**src/rtl/pwm_duty_sequencer.sv**
```systemverilog
// -----------------------------------------------------------------------------
// pwm_duty_sequencer
//
// Feeds the PWM comparator with duty values taken from a small writable table.
// The table is stepped through one entry at a time. Each entry is held for
// (hold+1) PWM periods. After the last active entry the sequence either wraps
// to entry 0 or stops. duty only changes on the clk edge that samples
// period_end, so the comparator never sees a change in the middle of a period.
//
// Ports:
//   clk         system clock
//   reset       asynchronous, active-low reset (also clears the table)
//   wr_en       table write strobe; accepted in every state
//   wr_addr     table write address
//   wr_data     duty value to write
//   seq_last    index of the last active entry (latched on start)
//   hold        extra periods per step, step = hold+1 periods (latched on start)
//   loop        1 = wrap to entry 0 after seq_last, 0 = stop (latched on start)
//   start       one-cycle pulse, begins a sequence when idle
//   stop        one-cycle pulse, aborts the sequence from any state
//   period_end  one-cycle strobe from the PWM stage at its last count
//   duty        duty value to the PWM comparator
//   idx         index of the entry currently driven
//   busy        high while armed or running
//   step_pulse  one-cycle strobe when duty is reloaded from the table
//   seq_done    one-cycle strobe when a non-looping sequence finishes
// -----------------------------------------------------------------------------
module pwm_duty_sequencer #(
    parameter int R     = 5,
    parameter int DEPTH = 8,
    parameter int AW    = 3,
    parameter int HW    = 8
) (
    input  logic          clk,
    input  logic          reset,
    input  logic          wr_en,
    input  logic [AW-1:0] wr_addr,
    input  logic [R-1:0]  wr_data,
    input  logic [AW-1:0] seq_last,
    input  logic [HW-1:0] hold,
    input  logic          loop,
    input  logic          start,
    input  logic          stop,
    input  logic          period_end,
    output logic [R-1:0]  duty,
    output logic [AW-1:0] idx,
    output logic          busy,
    output logic          step_pulse,
    output logic          seq_done
);

    typedef enum logic [1:0] {
        S_IDLE = 2'd0,
        S_ARM  = 2'd1,
        S_RUN  = 2'd2
    } state_t;

    state_t        state;
    state_t        state_nxt;

    logic [R-1:0]  tbl [DEPTH];

    logic [HW-1:0] hold_cnt;
    logic [AW-1:0] cfg_last;
    logic [HW-1:0] cfg_hold;
    logic          cfg_loop;

    logic [R-1:0]  duty_nxt;
    logic [AW-1:0] idx_nxt;
    logic [HW-1:0] hold_cnt_nxt;
    logic          step_nxt;
    logic          done_nxt;
    logic          cfg_ld;

    logic [AW-1:0] idx_inc;
    logic          hold_over;
    logic          at_last;

    // idx_inc is only used when idx < cfg_last, so it never wraps.
    assign idx_inc   = idx + AW'(1);
    assign hold_over = (hold_cnt >= cfg_hold);
    assign at_last   = (idx >= cfg_last);
    assign busy      = (state != S_IDLE);

    // State register
    always_ff @(posedge clk or negedge reset) begin
        if (!reset) begin
            state <= S_IDLE;
        end else begin
            state <= state_nxt;
        end
    end

    // Next-state logic; stop overrides everything else
    always_comb begin
        state_nxt = state;
        if (stop) begin
            state_nxt = S_IDLE;
        end else begin
            case (state)
                S_IDLE: if (start)      state_nxt = S_ARM;
                S_ARM:  if (period_end) state_nxt = S_RUN;
                S_RUN: begin
                    if (period_end && hold_over && at_last && !cfg_loop) begin
                        state_nxt = S_IDLE;
                    end
                end
                default: state_nxt = S_IDLE;
            endcase
        end
    end

    // Output / datapath next values. Table reads here see the pre-edge
    // contents, so a same-cycle write to the loaded address yields old data.
    always_comb begin
        duty_nxt     = duty;
        idx_nxt      = idx;
        hold_cnt_nxt = hold_cnt;
        step_nxt     = 1'b0;
        done_nxt     = 1'b0;
        cfg_ld       = 1'b0;
        if (stop) begin
            duty_nxt     = '0;
            idx_nxt      = '0;
            hold_cnt_nxt = '0;
        end else begin
            case (state)
                S_IDLE: begin
                    duty_nxt = '0;
                    cfg_ld   = start;
                end
                S_ARM: begin
                    if (period_end) begin
                        duty_nxt     = tbl[0];
                        idx_nxt      = '0;
                        hold_cnt_nxt = '0;
                        step_nxt     = 1'b1;
                    end
                end
                S_RUN: begin
                    if (period_end) begin
                        if (!hold_over) begin
                            hold_cnt_nxt = hold_cnt + HW'(1);
                        end else begin
                            hold_cnt_nxt = '0;
                            if (!at_last) begin
                                idx_nxt  = idx_inc;
                                duty_nxt = tbl[idx_inc];
                                step_nxt = 1'b1;
                            end else if (cfg_loop) begin
                                idx_nxt  = '0;
                                duty_nxt = tbl[0];
                                step_nxt = 1'b1;
                            end else begin
                                idx_nxt  = '0;
                                duty_nxt = '0;
                                done_nxt = 1'b1;
                            end
                        end
                    end
                end
                default: begin
                    duty_nxt     = '0;
                    idx_nxt      = '0;
                    hold_cnt_nxt = '0;
                end
            endcase
        end
    end

    // Registered outputs, hold counter and latched configuration
    always_ff @(posedge clk or negedge reset) begin
        if (!reset) begin
            duty       <= '0;
            idx        <= '0;
            hold_cnt   <= '0;
            step_pulse <= 1'b0;
            seq_done   <= 1'b0;
            cfg_last   <= '0;
            cfg_hold   <= '0;
            cfg_loop   <= 1'b0;
        end else begin
            duty       <= duty_nxt;
            idx        <= idx_nxt;
            hold_cnt   <= hold_cnt_nxt;
            step_pulse <= step_nxt;
            seq_done   <= done_nxt;
            if (cfg_ld) begin
                cfg_last <= seq_last;
                cfg_hold <= hold;
                cfg_loop <= loop;
            end
        end
    end

    // Duty table; cleared by reset
    always_ff @(posedge clk or negedge reset) begin
        if (!reset) begin
            for (int i = 0; i < DEPTH; i++) begin
                tbl[i] <= '0;
            end
        end else if (wr_en) begin
            tbl[wr_addr] <= wr_data;
        end
    end

endmodule

```
**config.mk**
```make
export PLATFORM = sky130hd
export DESIGN_NAME = pwm_duty_sequencer
export DESIGN_NICKNAME = d
export VERILOG_FILES = /design/src/rtl/pwm_duty_sequencer.sv
export SDC_FILE = /design/constraint.sdc
export NUM_CORES = 1
export LEC_CHECK = 0
export ABC_AREA = 0
export BUFFER_PORTS_ARGS = -buffer_cell sky130_fd_sc_hd__buf_4
export CORE_MARGIN = 8
export CORE_UTILIZATION = 49
export CTS_CLUSTER_DIAMETER = 150
export DETAILED_ROUTE_END_ITERATION = 10
export MAX_ROUTING_LAYER = met4
export PLACE_DENSITY = 0.8
export SYNTH_ARGS = -nofsm -noshare
export SYNTH_HDL_FRONTEND = slang
export SYNTH_SLANG_ARGS = --single-unit
```
**constraint.sdc**
```tcl
create_clock -name clk -period 2 [get_ports clk]
set_input_delay 0.4 -clock clk [delete_from_list [all_inputs] [get_ports clk]]
set_output_delay 0.4 -clock clk [all_outputs]
set_load 0.02 [all_outputs]
```
# == Word-level counts from Yosys, hierarchy flattened ==
# Index checks and enable logic that the tools add are counted.
# totals
regBits,72
inputBits,26
# op_classes
add_sub_neg,2
magnitude_cmp,5
n_eq_ne,8
n_mux,44
n_bitwise,2
n_reduce_logical,11
# op_table
cell,count
2-to-1 mux 5 bit,9
bitwise mux 40 bit,1
2-to-1 mux 8 bit,4
case mux 8 bit (3 select lines),1
binary-select mux 5 bit (select 3 bit),1
demux 5 bit (select 3 bit),1
2-to-1 mux 3 bit,5
"!= test 3 bit, second input constant",5
2-to-1 mux 1 bit,14
case mux 5 bit (2 select lines),1
case mux 3 bit (3 select lines),1
AND reduction 3 bit,3
"adder 8 x 1 -> 8 bit, second input constant",1
"greater-or-equal comparator 4 bit, second input constant",2
greater-or-equal comparator 8 bit,1
2-to-1 mux 2 bit,4
NOT 3 -> 4 bit,2
case mux 2 bit (3 select lines),1
logical AND 1 bit,4
"< comparator 4 x 1 -> 1 bit, second input constant",1
AND reduction 4 bit,1
"adder 3 x 1 -> 3 bit, second input constant",1
greater-or-equal comparator 3 bit,1
"equality test 2 x 1 -> 1 bit, second input constant",1
other kinds (6),6

# == Longest topological paths before layout ==
# Gate-level depths: netlist of the first run.
# depth
word_depth,10
ltp_mapped,9

# == Worst setup path after synthesis of the first run ==
# No wires, ideal clock.
# synth_timing
kind,register -> register
startpoint,register idx[0]
endpoint,register state[1]
setup_ns,0.125
t_arrival_ns,2.264
required_time_ns,1.875
setup_slack_ns,-0.389
path_stages_with_launch,9
n_path_buf,1
cell_sequence,dfrtp_1 > buf_2 > inv_1 > ha_1 > nor2b_1 > o21ai_0 > nand3b_1 > a211oi_4 > mux2_4
# synth_via
elab_chain_cells,5
# synth_rtl
element,line_no,source
start: declaration,46,"output logic [AW-1:0] idx,"
start signal: assignment,184,idx <= idx_nxt;
greater-or-equal comparator 3 bit,82,assign at_last = (idx >= cfg_last);
logical AND 1 bit (2 in a row),104,if (period_end && hold_over && at_last && !cfg_loop) begin
!= test 3 bit (no source line),--,
AND reduction 3 bit (no source line),--,
end signal: assignment,90,state <= state_nxt;
end: declaration,58,state_t state;
# Every way passes these cells.
# A chain may end at the register's enable or synchronous reset.

# == Worst setup path in the final report of the first run ==
# layout_timing
startpoint,register idx[1]
endpoint,register duty[0]
# layout_via
elab_chain_cells,10
word_cells_on_any_way,11
# layout_rtl
element,line_no,source
adder 3 x 1 -> 3 bit,80,assign idx_inc = idx + AW'(1);
NOT 3 -> 4 bit (not written as such),148,duty_nxt = tbl[idx_inc];
binary-select mux 5 bit (select 3 bit),148,
2-to-1 mux 5 bit (not written as such) (2 in a row),148,
2-to-1 mux 5 bit (*),146,if (!at_last) begin
2-to-1 mux 5 bit (*),142,if (!hold_over) begin
2-to-1 mux 5 bit (*),141,if (period_end) begin
case mux 5 bit (2 select lines) (*),127,case (state)
2-to-1 mux 5 bit (*),122,if (stop) begin
end signal: assignment,183,duty <= duty_nxt;
end: declaration,45,"output logic [R-1:0] duty,"
# Every way passes the cells marked *; elsewhere a longest branch is shown, timed or not. The select of a mux whose other input is x is not followed.

==> metrics.txt, run 1 <==
status complete, no violations; cell area after synthesis 3720 sq um; Layout Cells excl Fill 466; initial antenna violation count 0; Tmin final 1.99 ns; Post-synth top cells dfrtp_1, mux2_2, inv_1; Ant. Diodes 0; chip height 103 microns; Post-DP Area 4270 sq um; CORE AREA 7290 sq um; DRC violation total after the first TritonRoute iteration 107; area leader, netlist dfrtp_1; WP data required 2.23 ns; final setup fails 0; Yosys Warn Count 0; final worst path period share 99.5%; FF-to-FF setup slack 0.009 ns; EDFF count, synth 0; GPL Wtd Cong 0.841; max-slew violation count 0; HP Start hold[7]; flops & latches, synth 72; worst hold path type in -> reg; aggregate global routing overflow 0; clk_skew 0.00987 ns; most common cell in the netlist dfrtp_1; sequential element share of the synthesized area 48.4%; Starting Density 51.0%; largest net degree at the start of global routing 50; Least-Margin Pin Slew 0.557 ns; clock latency on the worst-skew pair 0.35 ns; Die Wd 103 microns; RR Startpoint idx[1]; die footprint 10600 sq um; Pwr Density 1050 nW/um^2; Worst R2R Path Depth 6; Initial DRT Pass Iterations 5; DRC viols 0; vias per cell 5.67; Clock transition at path regs 0.08 ns; IO Pins 37; clk sinks 72; critical path class reg -> reg; worst-case clock buffer depth 2; H-tree depth 3; relative slew slack 62.6%; post-route cell area 4600 sq um; Synth Area per Inst 12.7 sq um; fillers 574; RSZ-0062 raised after global routing true; CP Max Fanout 7; Mapped Cells 294; Achievable Freq 0.502 GHz; CTS tree yes; Fin. Hold Viols 0; max-cap viol count 0; Core Rows 31; fraction of registers with async set/reset 100%; vias in the first global route 2843; type of origin of the critical path register; Post-Syn Nets 337; final wirelength 8400 microns; Total Power 0.00480 W; Avg WL per Cell 18.0 microns; worst hold endpoint cfg_hold[7]; CP Data Arrival Time 2.22 ns; first-pass GRT wire length 13600 microns; worst r2r dst duty[0]; ys flop type dfrtp_1; CTS Root Cell clkbuf_8; ranking of synthesized cells by area dfrtp_1, mux2_2, mux4_2; Yosys top cell area share 48.4%; Peak VDD IR 0.593 mV; Placed Cells 445; nets 405; Vias 2642; P_leak 2.03 nW; ratio of cells with drive above 1 in the final layout 44.7%; Hold Path Depth 2; Detail Placement HPWL 6020 microns; Antenna Nets Post-Route 0; Netlist cell types 49; IO Port Bufs 36; Total GRT Usage 17.2%; Layout area overhead 23.5%; Setup crit end kind register; Num CTS Buffers 9
## registers in the layout, indices dropped and copies added (netlist names)
register	cells
duty	5
state	2
hold_cnt	8
cfg_hold	8
idx	3
cfg_last	3
tbl	40
step_pulse	1
seq_done	1
cfg_loop	1
## cell usage in the layout, fill, tap and decap left out, types with 2 or more instances in the layout
master     n
nor2_1     6
o22ai_1    4
nand4_1    6
nor3b_1    4
a21oi_1    9
ha_4       2
o211ai_1   2
buf_4     59
nand3b_1   2
nand2_1   14
dfrtp_1   70
clkbuf_8  10
o21ai_1    8
dfrtp_2    2
nand4b_1   3
and2_1     2
nor3b_2    2
buf_12     2
a221oi_1   4
nand2b_1   3
inv_1     20
clkinv_4   3
o21ai_0    7
mux4_2    10
a31o_2     2
mux2i_1    2
nor3_1     2
nor2b_1    4
ha_1      14
o21a_1     2
nand3_1    5
o21ba_2    2
mux2_2    52
## worst max-delay path: stages, from the launching register on
cell and delay [ns]:
dfrtp_2 0.44, ha_4 0.29, buf_12 0.12, mux4_2 0.49
nor3b_1 0.17, a221oi_1 0.26, o21ai_1 0.09
## cell families after synthesis
family / synth area share (%)
mux: 22.7
buf+inv: 3.13
flops: 48.4
compound gates: 10.1
simple gates: 9.69
xor+xnor: 0.235
fa+ha+maj: 5.72
## where the power goes
group,total [W],switching (W),internal [W],leakage [nW]
Combinational,0.00162,0.000788,0.000833,1.03
Clock,0.00119,0.000569,0.000621,0.104
Sequential,0.00199,0.000195,0.00180,0.895
Total,0.00480,0.00155,0.00325,2.03
## through the flow
step	hold WS, ns	worst slack [ns]	utilization (%)	setup TNS, ns
2_1_floorplan	0.104	-0.0160	-	-0.0160
3_3_place_gp	0.330	0.0440	58.6	0
3_5_place_dp	0.332	-0.0510	58.6	-0.218
4_1_cts	0.278	-0.00339	62.3	-0.00339
5_1_grt	0.273	-0.0663	63.0	-0.475
6_report	0.275	0.00938	63.0	0
## per-layer routing
| layer | part of all wire (%) | routed length (microns) | vias up | GRT usage [%] |
|---|---|---|---|---|
| li1 | - | - | 1227 | - |
| met1 | 41 | 3470 | 1352 | 19.2 |
| met2 | 54 | 4500 | 52 | 29.5 |
| met3 | 4.1 | 341 | 11 | 4.32 |
| met4 | 1.1 | 89 | 0 | 5.34 |
| met5 | 0 | 0 | - | - |
## worst max-delay path by stage
stage	startpoint	end	slack, ns	depth (start not counted)
2_1_floorplan	hold_cnt[0]	state[1]	-0.02	8
3_3_place_gp	hold_cnt[0]	hold_cnt[7]	0.04	8
3_5_place_dp	idx[0]	duty[3]	-0.05	6
4_1_cts	idx[1]	duty[0]	-0.003	6
5_1_grt	hold_cnt[0]	hold_cnt[4]	-0.07	7
6_report	idx[1]	duty[0]	0.009	6
## layout make-up
class                   count  area (sq um)  area share, %
inverters                  21          78.8           1.72
clock inverters             5          65.1           1.42
clock buffers              11           141           3.08
flip-flops and latches     72          1800           39.3
well taps                  99           124           2.70
repair buffers             63           508           11.1
multi-input cells         195          1870           40.8
## timing repair
item,4_1_cts,5_1_grt
endpoints found under the hold margin,23,0
hold buffers,1,0
buffers inserted,3,1
endpoints found under the setup margin,12,14
resized for setup,5,15
pin swaps,1,3
(Power assumes the default switching activity.)
==> run 2: changes to the inputs <==
--- a/config.mk
+++ b/config.mk
@@ -8,11 +8,12 @@
 export ABC_AREA = 0
 export BUFFER_PORTS_ARGS = -buffer_cell sky130_fd_sc_hd__buf_4
 export CORE_MARGIN = 8
-export CORE_UTILIZATION = 49
+export CORE_UTILIZATION = 53
 export CTS_CLUSTER_DIAMETER = 150
 export DETAILED_ROUTE_END_ITERATION = 10
 export MAX_ROUTING_LAYER = met4
-export PLACE_DENSITY = 0.8
+export PLACE_DENSITY = 0.85
+export SETUP_SLACK_MARGIN = 0.15
 export SYNTH_ARGS = -nofsm -noshare
 export SYNTH_HDL_FRONTEND = slang
 export SYNTH_SLANG_ARGS = --single-unit
==> run 2 against run 1 <==
Compared with the run above: via count rose by 2.1%; fmax rose by 0.11%; sequential power barely moved; critical endpoint is now duty[2]; largest cell class unchanged.
==> metrics.txt, run 2 (synthesis gave the netlist of run 1 again) <==
clk sinks 72 (unchanged); final worst path period share 99.4% (was 99.5%); CORE AREA 6790 sq um (was 7290 sq um); pre-CTS setup slack -0.0634 ns (was -0.0510 ns); Tmin final 1.99 ns (about the same); aggregate global routing overflow 0 (unchanged); Detail Placement HPWL 6000 microns (was 6020 microns); vias per cell 5.87 (was 5.67); Antenna Nets Post-Route 0 (unchanged); Layout Cells excl Fill 460 (was 466); Core Rows 30 (was 31); relative slew slack 66.3% (was 62.6%); worst hold slack 0.275 ns (about the same); CTS Root Cell clkbuf_8 (unchanged); worst hold path type in -> reg (unchanged); WP buf/inv 0 (was 1); Vias 2698 (was 2642); IO Port Bufs 36 (unchanged); Num CTS Buffers 9 (unchanged); P_leak 2.04 nW (was 2.03 nW); most frequent cells in the layout dfrtp_1, buf_4, mux2_2, inv_1, nand2_1 (was dfrtp_1, buf_4, mux2_2, inv_1); clock latency on the worst-skew pair 0.35 ns (about the same); critical path class reg -> reg (unchanged); first-pass GRT wire length 14000 microns (was 13600 microns); Fin. Hold Viols 0 (unchanged); Placed Cells 437 (was 445); status complete, no violations (unchanged); Setup crit end kind register (unchanged); largest net degree at the start of global routing 47 (was 50); die footprint 9960 sq um (was 10600 sq um); fin worst setup slack 0.0115 ns (was 0.00938 ns); ratio of cells with drive above 1 in the final layout 49.7% (was 44.7%); Initial DRT Pass Iterations 4 (was 5); RSZ-0062 raised after global routing true (unchanged); Peak VDD IR 0.649 mV (was 0.593 mV); Die Wd 99.8 microns (was 103 microns); chip height 99.8 microns (was 103 microns); max FFs per register 40 (unchanged); H-tree depth 3 (unchanged); slowest stage cell, crit path mux4_2 (unchanged); final wirelength 8630 microns (was 8400 microns); Worst path top cell family by delay multiplexers (unchanged); DRC viols 0 (unchanged); Fin Setup TNS 0 ns (unchanged); vias in the first global route 2860 (was 2843); clk_skew 0.00556 ns (was 0.00987 ns); DRC violation total after the first TritonRoute iteration 159 (was 107); max-slew violation count 0 (unchanged); Layout area overhead 27.1% (was 23.5%); Final Util 69.6% (was 63.0%); most common cell after layout, fill and taps aside dfrtp_1 (unchanged); Pwr Density 1080 nW/um^2 (was 1050 nW/um^2); initial antenna violation count 0 (unchanged); CP Max Fanout 8 (was 7); Clock transition at path regs 0.08 ns (about the same); nets 402 (was 405); Ant. Diodes 0 (unchanged); WP data required 2.23 ns (about the same); CP Data Arrival Time 2.22 ns (about the same); final setup fails 0 (unchanged); top flop regs tbl x40, cfg_hold x8, hold_cnt x8 (unchanged); Biggest register tbl (unchanged); Achievable Freq 0.503 GHz (was 0.502 GHz); Avg WL per Cell 18.8 microns (was 18.0 microns); type of origin of the critical path register (unchanged); GPL Wtd Cong 0.900 (was 0.841); Starting Density 54.8% (was 51.0%); crit-path cells ha_4 > mux4_2 > nor3b_1 > a221oi_1 > o21ai_1 (was ha_4 > buf_12 > mux4_2 > nor3b_1 > a221oi_1 > o21ai_1); IO Pins 37 (unchanged); CTS tree yes (unchanged); worst-case clock buffer depth 2 (unchanged); Total GRT Usage 18.4% (was 17.2%); max-cap viol count 0 (unchanged); critical path's largest stage delay 0.52 ns (was 0.49 ns); Least-Margin Pin Slew 0.502 ns (was 0.557 ns)
## run 2: cell count changes in the layout (fill, tap and decap cells not counted), sizes merged
cell	delta
inv	-1
clkinvlp	+2
buf	-3
clkinv	-1
bufinv	+1
clkbuf	-1
## run 2: through the flow
step | instance area (sq um) | power [W]
after floorplan | 3790 | 0.00311
final | 4730 | 0.00511
after global placement | 4270 | 0.00348
after global routing | 4730 | 0.00538
after detailed placement | 4270 | 0.00358
after CTS | 4630 | 0.00500
## run 2: path summary, 6_finish.rpt
path	from	end	slack (ns)	cells past startpoint
worst max-delay path	idx[1]	duty[2]	0.01	5
worst min-delay path	hold[6]	cfg_hold[6]	0.27	2
worst max register to register	idx[1]	duty[2]	0.01	5
worst min register to register	tbl[0]	tbl[0]	0.50	1
max in group asynchronous	reset	idx[1]	0.92	3
min in group asynchronous	reset	step_pulse	0.51	2
## run 2: layer usage
| layer | part of all wire, % | vias up | global-route usage, % |
|---|---|---|---|
| met5 | 0 | - | - |
| met4 | 3.2 | 0 | 9.43 |
| met3 | 5.0 | 25 | 3.88 |
| met2 | 52 | 85 | 30.2 |
| li1 | - | 1217 | - |
| met1 | 40 | 1371 | 20.8 |
## run 2: what timing repair did
| item | in CTS | in global routing |
|---|---|---|
| pin swaps | 12 | 10 |
| setup buffers | 5 | 0 |
| hold buffers | 1 | 0 |
| setup endpoints to repair | 17 | 19 |
| endpoints found under the hold margin | 26 | 0 |
| resized for setup | 18 | 20 |
| gates cloned | 1 | 0 |
## run 2: worst reg2reg max path, cell delays in order (launching register included)
cell,delay (ns)
dfrtp_2,0.44
ha_4,0.36
mux4_2,0.52
nor3b_1,0.16
a221oi_1,0.27
o21ai_1,0.11
## run 2: power by group
part           switching [W]  internal (W)  leakage, nW
Combinational       0.000898      0.000901         1.03
Clock               0.000568      0.000740        0.109
Sequential          0.000203       0.00180        0.895
Total                0.00167       0.00344         2.04
## run 2: area by class of cell
| cell class | instances | area [sq um] |
|---|---|---|
| fillers | 455 | 2070 |
| multi-input cells | 195 | 2020 |
| flip-flops and latches | 72 | 1800 |
| repair buffers | 60 | 477 |
| clock buffers | 10 | 138 |
| well taps | 96 | 120 |
| clock inverters | 6 | 92.6 |
| inverters | 21 | 78.8 |
